--- src/rtl/rptr_empty_lvl_pkg.sv ---
// rptr_empty_lvl_pkg: shared pointer widths and Gray/binary helpers for the dual-clock FIFO
package rptr_empty_lvl_pkg;
  localparam int ADDR_W = 4;
  localparam int PTR_W = ADDR_W + 1;
  function automatic logic [31:0] bin2gray(input logic [31:0] b);
    return b ^ (b >> 1);
  endfunction
  function automatic logic [31:0] gray2bin(input logic [31:0] g);
    logic [31:0] b;
    b = g;
    for (int k = 1; k < 32; k++) b = b ^ (g >> k);
    return b;
  endfunction
endpackage

--- src/rtl/rptr_empty_lvl_if.sv ---
// rptr_empty_lvl_if: read-side request/status bundle between FIFO reader and pointer block
interface rptr_empty_lvl_if import rptr_empty_lvl_pkg::*; #(parameter int AW = ADDR_W);
  logic          rinc;
  logic          rerr_clr;
  logic [AW:0]   rq2_wptr;
  logic [AW:0]   rae_thresh;
  logic [AW-1:0] raddr;
  logic [AW:0]   rptr;
  logic [AW:0]   rlevel;
  logic          rempty;
  logic          arempty;
  logic          rerr;
  modport master(output rinc, rerr_clr, rq2_wptr, rae_thresh,
                 input raddr, rptr, rlevel, rempty, arempty, rerr);
  modport slave(input rinc, rerr_clr, rq2_wptr, rae_thresh,
                output raddr, rptr, rlevel, rempty, arempty, rerr);
endinterface

--- src/rtl/rptr_empty_lvl_gray2bin.sv ---
// rptr_empty_lvl_gray2bin: combinational Gray-to-binary conversion (XOR prefix from the MSB)
module rptr_empty_lvl_gray2bin #(parameter int WIDTH = 5) (
  input  logic [WIDTH-1:0] i_gray,
  output logic [WIDTH-1:0] o_bin
);
  genvar i;
  for (i = 0; i < WIDTH; i++) begin : g_bit
    assign o_bin[i] = ^i_gray[WIDTH-1:i];
  end
endmodule

--- src/rtl/rptr_empty_lvl.sv ---
// rptr_empty_lvl: read pointer, empty/almost-empty flags, fill level and sticky underflow
module rptr_empty_lvl import rptr_empty_lvl_pkg::*; #(parameter int ADDRSIZE = ADDR_W) (
  input logic             rclk,
  input logic             rrst_n,
  rptr_empty_lvl_if.slave bus
);
  localparam int PW = ADDRSIZE + 1;
  logic [PW-1:0] r_rbin, r_rptr, r_rlevel;
  logic          r_rempty, r_arempty, r_rerr;
  logic [PW-1:0] w_rbinnext, w_rgraynext, w_wbin, w_lvl_next;
  logic          w_rd, w_uf;
  rptr_empty_lvl_gray2bin #(.WIDTH(PW)) u_g2b (.i_gray(bus.rq2_wptr), .o_bin(w_wbin));
  // flags are derived from the next pointer so they never lag a read
  always_comb begin
    w_rd        = bus.rinc & ~r_rempty;
    w_uf        = bus.rinc & r_rempty;
    w_rbinnext  = r_rbin + PW'(w_rd);
    w_rgraynext = PW'(bin2gray(32'(w_rbinnext)));
    w_lvl_next  = w_wbin - w_rbinnext;
  end
  always_ff @(posedge rclk or negedge rrst_n) begin
    if (!rrst_n) begin
      r_rbin    <= '0;
      r_rptr    <= '0;
      r_rempty  <= 1'b1;
      r_arempty <= 1'b1;
      r_rlevel  <= '0;
      r_rerr    <= 1'b0;
    end else begin
      r_rbin    <= w_rbinnext;
      r_rptr    <= w_rgraynext;
      r_rempty  <= w_rgraynext == bus.rq2_wptr;
      r_arempty <= w_lvl_next <= bus.rae_thresh;
      r_rlevel  <= w_lvl_next;
      r_rerr    <= w_uf ? 1'b1 : bus.rerr_clr ? 1'b0 : r_rerr;
    end
  end
  assign bus.raddr   = r_rbin[ADDRSIZE-1:0];
  assign bus.rptr    = r_rptr;
  assign bus.rempty  = r_rempty;
  assign bus.arempty = r_arempty;
  assign bus.rlevel  = r_rlevel;
  assign bus.rerr    = r_rerr;
endmodule
--- src/flat_wrapper.sv ---
// flat-port wrapper written by rule: the top's interface ports become plain ports
module rptr_empty_lvl_flat import rptr_empty_lvl_pkg::*;
#(parameter int ADDRSIZE = ADDR_W)
  (rclk, rrst_n, bus_rinc, bus_rerr_clr, bus_rq2_wptr, bus_rae_thresh, bus_raddr, bus_rptr, bus_rlevel, bus_rempty, bus_arempty, bus_rerr);
  rptr_empty_lvl_if bus_i ();
  input logic rclk;
  input logic rrst_n;
  input wire logic [$bits(bus_i.rinc)-1:0] bus_rinc;
  input wire logic [$bits(bus_i.rerr_clr)-1:0] bus_rerr_clr;
  input wire logic [$bits(bus_i.rq2_wptr)-1:0] bus_rq2_wptr;
  input wire logic [$bits(bus_i.rae_thresh)-1:0] bus_rae_thresh;
  output wire logic [$bits(bus_i.raddr)-1:0] bus_raddr;
  output wire logic [$bits(bus_i.rptr)-1:0] bus_rptr;
  output wire logic [$bits(bus_i.rlevel)-1:0] bus_rlevel;
  output wire logic [$bits(bus_i.rempty)-1:0] bus_rempty;
  output wire logic [$bits(bus_i.arempty)-1:0] bus_arempty;
  output wire logic [$bits(bus_i.rerr)-1:0] bus_rerr;
  assign bus_i.rinc = bus_rinc;
  assign bus_i.rerr_clr = bus_rerr_clr;
  assign bus_i.rq2_wptr = bus_rq2_wptr;
  assign bus_i.rae_thresh = bus_rae_thresh;
  assign bus_raddr = bus_i.raddr;
  assign bus_rptr = bus_i.rptr;
  assign bus_rlevel = bus_i.rlevel;
  assign bus_rempty = bus_i.rempty;
  assign bus_arempty = bus_i.arempty;
  assign bus_rerr = bus_i.rerr;
  rptr_empty_lvl #(.ADDRSIZE(ADDRSIZE)) u_core (.rclk(rclk), .rrst_n(rrst_n), .bus(bus_i));
endmodule
--- config.mk ---
export PLATFORM = sky130hd
export DESIGN_NAME = rptr_empty_lvl_flat
export DESIGN_NICKNAME = d
export VERILOG_FILES = /design/src/rtl/rptr_empty_lvl_pkg.sv /design/src/rtl/rptr_empty_lvl_if.sv /design/src/rtl/rptr_empty_lvl_gray2bin.sv /design/src/rtl/rptr_empty_lvl.sv /design/src/flat_wrapper.sv
export SDC_FILE = /design/constraint.sdc
export NUM_CORES = 1
export LEC_CHECK = 0
export BUFFER_PORTS_ARGS = -buffer_cell sky130_fd_sc_hd__buf_4
export CORE_AREA = 8 8 68 85
export CTS_CLUSTER_SIZE = 12
export DETAILED_ROUTE_END_ITERATION = 12
export DIE_AREA = 0 0 76 93
export GPL_TIMING_DRIVEN = 0
export PLACE_DENSITY_LB_ADDON = 0.05
export RECOVER_POWER = 25
export REMOVE_ABC_BUFFERS = 1
export SKIP_CTS_REPAIR_TIMING = 1
export SYNTH_ARGS = -nofsm -noshare
export SYNTH_HDL_FRONTEND = slang
export SYNTH_HIERARCHICAL = 1
export SYNTH_SLANG_ARGS = --single-unit
--- constraint.sdc ---
create_clock -name rclk -period 4.9 [get_ports rclk]
set_input_delay 0.49 -clock rclk [delete_from_list [all_inputs] [get_ports rclk]]
set_output_delay 0.49 -clock rclk [all_outputs]
set_load 0.01 [all_outputs]
==> impl_metrics.ini, run 1 <==
[sta]
hold_viol = 0
final-setup-viol-count = 0
slew_violations = 0
tightest_slew_ns = 0.960
setup_tns_ns = 0
rsz0062_at_grt = false
final.setup_skew_ns = 0.00174
whs_ns = 0.368
setup_ws_ns = 1.83
min_period_ns = 3.07
relSlewSlack_pct = 36.0
period_share_pct = 62.6
fmax_mhz = 326

[clock_network]
clk_pin_slew_worst_paths_ns = 0.07
cts_root_buffer = clkbuf_8
cts_tree = done
clk_path_buf_depth = 2
clk_latency_ns = 0.25
htreeDepth = 1
numCtsBuffers = 3
clock-sinks = 17

[power]
power_density_nw_per_um2 = 799
irDropWorstVdd_v = 0.000268
p_leak_nw = 0.647
power.total_mw = 1.12

[route]
viasPerCell = 4.00
drtIter0Drc = 7
drc_errors = 0
ant_nets = 0
dr.pass1.iters = 4
dr_total_vias = 748
wire_per_inst_um = 13.2
routed_wl_um = 2460

[synthesis]
ys_seq_elements = 17
synth_area_um2 = 1080
ys.flop_type = dfrtp_1
yosysTopAreaCellShare_pct = 34.7
synthTopCellsByCount = dfrtp_1, xnor2_1, ha_1, inv_1, xor2_1
synth.largest_area_cell = dfrtp_1
synth_cells = 95
netlist_top_cells_area = dfrtp_1, xnor2_1, ha_1, dfstp_2, xnor3_1
yosysUniqueCellTypes = 33
ys_seq_area_share_pct = 39.5
synth_edf_count = 0
yosysWarningCount = 6
syn_avg_cell_area_um2 = 11.4
async_reset_ff_share_pct = 100

[placed_design]
hpwl_um = 2010
preCtsSetupSlack_ns = 1.61
portBuffers = 30
gp_congestion = 0.732

[floorplanning]
dieArea_um2 = 7070
die_y_um = 93
start_util_pct = 23.9
die_x_um = 76
io_pins = 31
rows = 28
core_um2 = 4520

[flow_run]
cap_violations = 0

[layout]
syn_to_final_growth_pct = 29.8
seqCellArea_um2 = 428
fillers = 471
multi_input_comb_area_um2 = 594
fin_nets = 151
num_antenna_cells = 0
drive_gt1_share_pct = 33.1

[global_route]
grt_max_degree = 18
grt_pass1_wl_um = 4180
first_global_vias = 876
antenna_found_initial = 0
grtUsageTotal_pct = 7.44
grt-ovfl-total = 0

[worst_setup_path]
crit_fanout = 5
end_kind = flip-flop
start_kind = flip-flop
path_class = flip-flop to flip-flop
crit_required_ns = 5.07
critical_path_arrival_ns = 3.24

[status]
status = completed

[worst_hold_path]
hold_class = input port to asynchronous set/reset pin
==> stage by stage <==
step / utilization, % / instances / area (um2)
3_5_place_dp: 30.2 / 183 / 1360
4_1_cts: 31.2 / 187 / 1410
2_1_floorplan: - / 93 / 1060
5_1_grt: 31.1 / 187 / 1410
6_report: 31.1 / 187 / 1410
3_3_place_gp: 30.2 / 183 / 1360
==> sequential cells by signal (all words and copies together), names as in the netlist <==
register and count:
u_core/bus.arempty 1, u_core/bus.rempty 1, u_core/r_rbin 5, u_core/bus.rerr 1, u_core/bus.rptr 4, u_core/bus.rlevel 5
==> worst max-delay path, cell delays in order (launching register included) <==
cell	delay, ns
dfstp_2	0.55
and3b_1	0.24
and3_4	0.21
xnor2_1	0.25
ha_1	0.31
a2111oi_0	0.41
nor3_1	0.13
xnor2_1	0.31
ha_1	0.32
o21a_1	0.12
o22ai_1	0.14
==> power breakdown <==
part           internal [mW]  total [mW]  switching [mW]
logic                  0.366       0.746           0.379
clock network         0.0576       0.104          0.0468
registers              0.224       0.273          0.0486
total                  0.649        1.12           0.475
==> layout by cell type, fill, tap and decap left out, drive strengths merged, types with 2 or more instances in the layout <==
master / count
buf: 29
xnor2: 16
dfrtp: 15
inv: 11
ha: 9
xor2: 7
clkbuf: 5
nand2: 4
nor2: 3
o21a: 3
nand2b: 3
nor3: 2
nand3: 2
xnor3: 2
o21ai: 2
dfstp: 2
a2111oi: 2
==> routing by layer <==
| layer | routed length (um) | vias up | GRT usage, % |
|---|---|---|---|
| met2 | 1250 | 20 | 13.2 |
| met4 | 27 | 0 | 3.44 |
| met1 | 1090 | 352 | 8.20 |
| li1 | - | 374 | - |
| met3 | 92 | 2 | 1.82 |
| met5 | 0 | - | 0 |
==> cells by family (layout without fill, tap and decap cells) <==
group	Yosys count	after routing	synth area share, %
and+or+nand+nor	20	20	10.8
buffers and inverters	13	45	5.55
DFF	17	17	39.5
adders and majority gates	9	9	10.4
muxes	1	1	0.925
AOI/OAI and AO/OA	10	10	6.94
xor gates and xnor gates	25	25	25.9
==> final cells by class <==
type / count / share of cell area (%)
clock buffers: 4 / 3.21
repair buffers: 30 / 15.8
inverters: 11 / 2.94
flip-flops and latches: 17 / 30.5
multi-input cells: 65 / 42.3
well taps: 60 / 5.34
==> final timing paths <==
path	depth (start not counted)	endpoint	slack, ns	startpoint
setup / recovery	10	u_core/bus.arempty$_DFF_PN1_	1.83	u_core/bus.rempty$_DFF_PN1_
hold / removal	1	u_core/bus.rptr[3]$_DFF_PN0_	0.37	rrst_n
setup reg to reg	10	u_core/bus.arempty$_DFF_PN1_	1.83	u_core/bus.rempty$_DFF_PN1_
hold reg to reg	2	u_core/bus.rerr$_DFFE_PN0P_	0.53	u_core/bus.rerr$_DFFE_PN0P_
max in group asynchronous	1	u_core/bus.rlevel[1]$_DFF_PN0_	3.95	rrst_n
min in group rclk	2	u_core/bus.rerr$_DFFE_PN0P_	0.42	bus_rerr_clr
No activity file was read; power rests on OpenSTA's default activity.
==> inputs of run 2 (changes only) <==
==> constraint.sdc (replaced) <==
create_clock -name rclk -period 2.9 [get_ports rclk]
set_input_delay 0.29 -clock rclk [delete_from_list [all_inputs] [get_ports rclk]]
set_output_delay 0.29 -clock rclk [all_outputs]
set_load 0.01 [all_outputs]
==> impl_metrics.ini, run 2 (synthesized netlist as in run 1, its figures left out) <==
[status]
status = completed

[layout]
syn_to_final_growth_pct = 39.1
drive_gt1_share_pct = 39.4
fin_area_um2 = 1510
final_common_cell = buf_4
fin_nets = 156
multi_input_comb_area_um2 = 654
seqCellArea_um2 = 428
fillers = 465
layout_common_cells = buf_4, dfrtp_1, xnor2_1, inv_1, ha_1
num_antenna_cells = 0

[worst_setup_path]
cp_slowest_stage_delay_ns = 0.55
path_class = flip-flop to flip-flop
path_buf_inv = 0
worst_path_max_delay_cell = dfstp_2
crit_fanout = 5
crit_family = simple AND/OR/NAND/NOR gates
path_depth = 10
critical_path_arrival_ns = 2.93
crit_required_ns = 3.07
crit_chain = and3b_2 > and3_4 > xnor2_4 > ha_2 > a2111oi_2 > nor3_1 > xnor2_1 > ha_1 > o21a_1 > o22ai_1
crit_path_end = u_core/bus.arempty$_DFF_PN1_
worstSetupStartpoint = u_core/bus.rempty$_DFF_PN1_
timing.rr.start = u_core/bus.rempty$_DFF_PN1_
end_kind = flip-flop
start_kind = flip-flop
r2r_slack_ns = 0.14
rr_endpoint = u_core/bus.arempty$_DFF_PN1_
worstRegToRegCells = 10

[route]
dr_total_vias = 770
drtIter0Drc = 5
drc_errors = 0
dr.pass1.iters = 4
ant_nets = 0
routed_wl_um = 2540
wire_per_inst_um = 13.2
viasPerCell = 4.01

[flow_run]
cap_violations = 0

[power]
irDropWorstVdd_v = 0.000510
p_leak_nw = 0.682
power.total_mw = 2.09
power_density_nw_per_um2 = 1390

[sta]
fmax_mhz = 363
slew_violations = 0
rsz0062_at_grt = false
period_share_pct = 95.1
relSlewSlack_pct = 35.7
final.setup_skew_ns = 0.00173
final-setup-viol-count = 0
min_period_ns = 2.76
tightest_slew_ns = 0.965
setup_ws_ns = 0.143
hold_viol = 0

[global_route]
grt_pass1_wl_um = 4180
antenna_found_initial = 0
first_global_vias = 876
grt-ovfl-total = 0
grtUsageTotal_pct = 7.44
grt_max_degree = 18

[clock_network]
clk_path_buf_depth = 2
cts_root_buffer = clkbuf_8
clk_pin_slew_worst_paths_ns = 0.07
cts_tree = done
htreeDepth = 1
numCtsBuffers = 3
clk_latency_ns = 0.25
clock-sinks = 17

[floorplanning]
rows = 28
core_um2 = 4520
dieArea_um2 = 7070
die_y_um = 93
die_x_um = 76
io_pins = 31
start_util_pct = 23.9

[placed_design]
gp_congestion = 0.732
preCtsSetupSlack_ns = -0.201
hpwl_um = 2010
place_area_um2 = 1360
portBuffers = 30

[worst_hold_path]
hold_class = input port to flip-flop
## run 2: changes by cell type in the layout (fill, tap and decap cells not counted), sizes merged
cell	before	now
buf	29	33
dlygate4sd3	0	1
## run 2: power by group
group / internal [mW] / leakage [nW] / switching, mW
logic: 0.749 / 0.461 / 0.686
registers: 0.379 / 0.199 / 0.0975
clock network: 0.0974 / 0.0228 / 0.0792
total: 1.22 / 0.682 / 0.863
## run 2: cell type report
| cell class | instances | area share [%] |
|---|---|---|
| Inverter | 11 | 2.74 |
| Sequential cell | 17 | 28.4 |
| Tap cell | 60 | 4.99 |
| Clock buffer | 4 | 2.99 |
| Multi-Input combinational cell | 65 | 43.5 |
| Timing Repair Buffer | 35 | 17.4 |
## run 2: worst min path at each step
stage | from | endpoint | slack (ns) | depth (start not counted)
detailed placement | rrst_n | u_core/bus.rptr[3]$_DFF_PN0_ | 0.18 | 1
CTS | rrst_n | u_core/bus.rptr[3]$_DFF_PN0_ | -0.1 | 1
finish | bus_rerr_clr | u_core/bus.rerr$_DFFE_PN0P_ | 0.22 | 2
global placement | rrst_n | u_core/bus.rptr[3]$_DFF_PN0_ | 0.17 | 1
floorplan | rrst_n | u_core/bus.rerr$_DFFE_PN0P_ | -0.006 | 0
global route | bus_rerr_clr | u_core/bus.rerr$_DFFE_PN0P_ | 0.23 | 2
## run 2: layer usage
| metal | global-route usage [%] | part of all wire, % |
|---|---|---|
| met1 | 8.20 | 44 |
| met2 | 13.2 | 51 |
| met3 | 1.82 | 3.5 |
| met4 | 3.44 | 1.1 |
| met5 | 0 | 0 |
## run 2: through the flow
step,std cells,util [%],setup TNS [ns],hold WS [ns]
5_1_grt,192,33.3,0,0.232
3_3_place_gp,183,30.2,-0.101,0.172
4_1_cts,187,31.2,-0.215,-0.0968
3_5_place_dp,183,30.2,-0.201,0.177
2_1_floorplan,93,-,0,-0.00559
6_report,192,33.3,0,0.224
==> inputs of run 3 (changes only) <==
--- a/config.mk
+++ b/config.mk
@@ -11,7 +11,7 @@
 export DETAILED_ROUTE_END_ITERATION = 12
 export DIE_AREA = 0 0 76 93
 export GPL_TIMING_DRIVEN = 0
-export PLACE_DENSITY_LB_ADDON = 0.05
+export PLACE_DENSITY_LB_ADDON = 0.2
 export RECOVER_POWER = 25
 export REMOVE_ABC_BUFFERS = 1
 export SKIP_CTS_REPAIR_TIMING = 1
==> impl_metrics.ini, run 3 (synthesized netlist as in run 1, its figures left out) <==
[placed_design]
hpwl_um = 1910
gp_congestion = 0.782
portBuffers = 30
place_area_um2 = 1360

[sta]
period_share_pct = 94.9
rsz0062_at_grt = false
min_period_ns = 2.75
final.setup_skew_ns = 0.00350
fmax_mhz = 363
tightest_slew_ns = 0.902
relSlewSlack_pct = 39.8
whs_ns = 0.257
slew_violations = 0
hold_viol = 0
final-setup-viol-count = 0

[worst_setup_path]
path_buf_inv = 1
path_class = flip-flop to flip-flop
crit_fanout = 7
worst_path_most_repeated_cell = o21a_1
crit_chain = and3b_2 > ha_4 > xnor2_4 > inv_2 > xnor2_1 > xnor2_2 > ha_1 > o21a_1 > o21a_1 > o21a_1 > o22ai_1
worst_path_max_delay_cell = dfstp_2
critical_path_arrival_ns = 2.92
cp_slowest_stage_delay_ns = 0.55
crit_required_ns = 3.07
end_kind = flip-flop
crit_family = XOR/XNOR gates
start_kind = flip-flop

[route]
ant_nets = 0
dr.pass1.iters = 3
dr_total_vias = 785
drc_errors = 0
viasPerCell = 4.11
drtIter0Drc = 26
wire_per_inst_um = 12.5
routed_wl_um = 2400

[global_route]
antenna_found_initial = 0
grt_pass1_wl_um = 4080
first_global_vias = 871
grt-ovfl-total = 0
grtUsageTotal_pct = 7.10
grt_max_degree = 18

[layout]
num_antenna_cells = 0
drive_gt1_share_pct = 40.5
fin_area_um2 = 1510
layout_common_cells = buf_4, dfrtp_1, xnor2_1, inv_1, ha_1
fin_nets = 155
syn_to_final_growth_pct = 39.2
final_common_cell = buf_4

[clock_network]
clk_pin_slew_worst_paths_ns = 0.06
htreeDepth = 1
numCtsBuffers = 3
cts_tree = done
clk_path_buf_depth = 2
cts_root_buffer = clkbuf_8
clk_latency_ns = 0.25
clock-sinks = 17

[floorplanning]
rows = 28
io_pins = 31
dieArea_um2 = 7070
die_y_um = 93
core_um2 = 4520
start_util_pct = 23.9
die_x_um = 76

[power]
power.total_mw = 2.09
p_leak_nw = 0.678
power_density_nw_per_um2 = 1390
irDropWorstVdd_v = 0.000521

[worst_hold_path]
hold_class = input port to flip-flop

[status]
status = completed

[flow_run]
cap_violations = 0
-- run 3: path summary, 6_finish.rpt --
| check | cells past startpoint | slack (ns) | to | from |
|---|---|---|---|---|
| min in group asynchronous | 2 | 0.69 | u_core/bus.rptr[3]$_DFF_PN0_ | rrst_n |
| max | 11 | 0.15 | u_core/bus.arempty$_DFF_PN1_ | u_core/bus.rempty$_DFF_PN1_ |
| min reg2reg | 1 | 0.56 | u_core/r_rbin[0]$_DFF_PN0_ | u_core/r_rbin[0]$_DFF_PN0_ |
| min | 2 | 0.26 | u_core/bus.rerr$_DFFE_PN0P_ | bus_rerr_clr |
| max reg2reg | 11 | 0.15 | u_core/bus.arempty$_DFF_PN1_ | u_core/bus.rempty$_DFF_PN1_ |
| max in group asynchronous | 2 | 1.66 | u_core/bus.rerr$_DFFE_PN0P_ | rrst_n |
-- run 3: through the flow --
step           std cells  setup WS, ns  TNS, ns  utilization, %
5_1_grt              191       0.00434        0            33.3
3_3_place_gp         183       -0.0795  -0.0795            30.2
4_1_cts              187        -0.141   -0.141            31.2
3_5_place_dp         183       -0.0948  -0.0948            30.2
2_1_floorplan         93         0.287        0               -
6_report             191         0.149        0            33.3
-- run 3: power by group --
group	switching, mW	internal, mW
sequential	0.0978	0.379
combinational	0.681	0.759
clock	0.0757	0.0973
-- run 3: final cells by class --
class                           count  area, um2
Sequential cell                    17        428
Inverter                           11       41.3
Tap cell                           60       75.1
Timing Repair Buffer               34        254
Clock buffer                        4       45.0
Multi-Input combinational cell     65        663
Fill cell                         455       3010
-- run 3: layer usage --
| layer | GRT usage [%] | vias to the layer above | wire (um) |
|---|---|---|---|
| met1 | 7.86 | 376 | 1010 |
| li1 | - | 385 | - |
| met3 | 1.82 | 2 | 140 |
| met5 | 0 | - | 0 |
| met2 | 12.2 | 22 | 1210 |
| met4 | 3.93 | 0 | 37 |
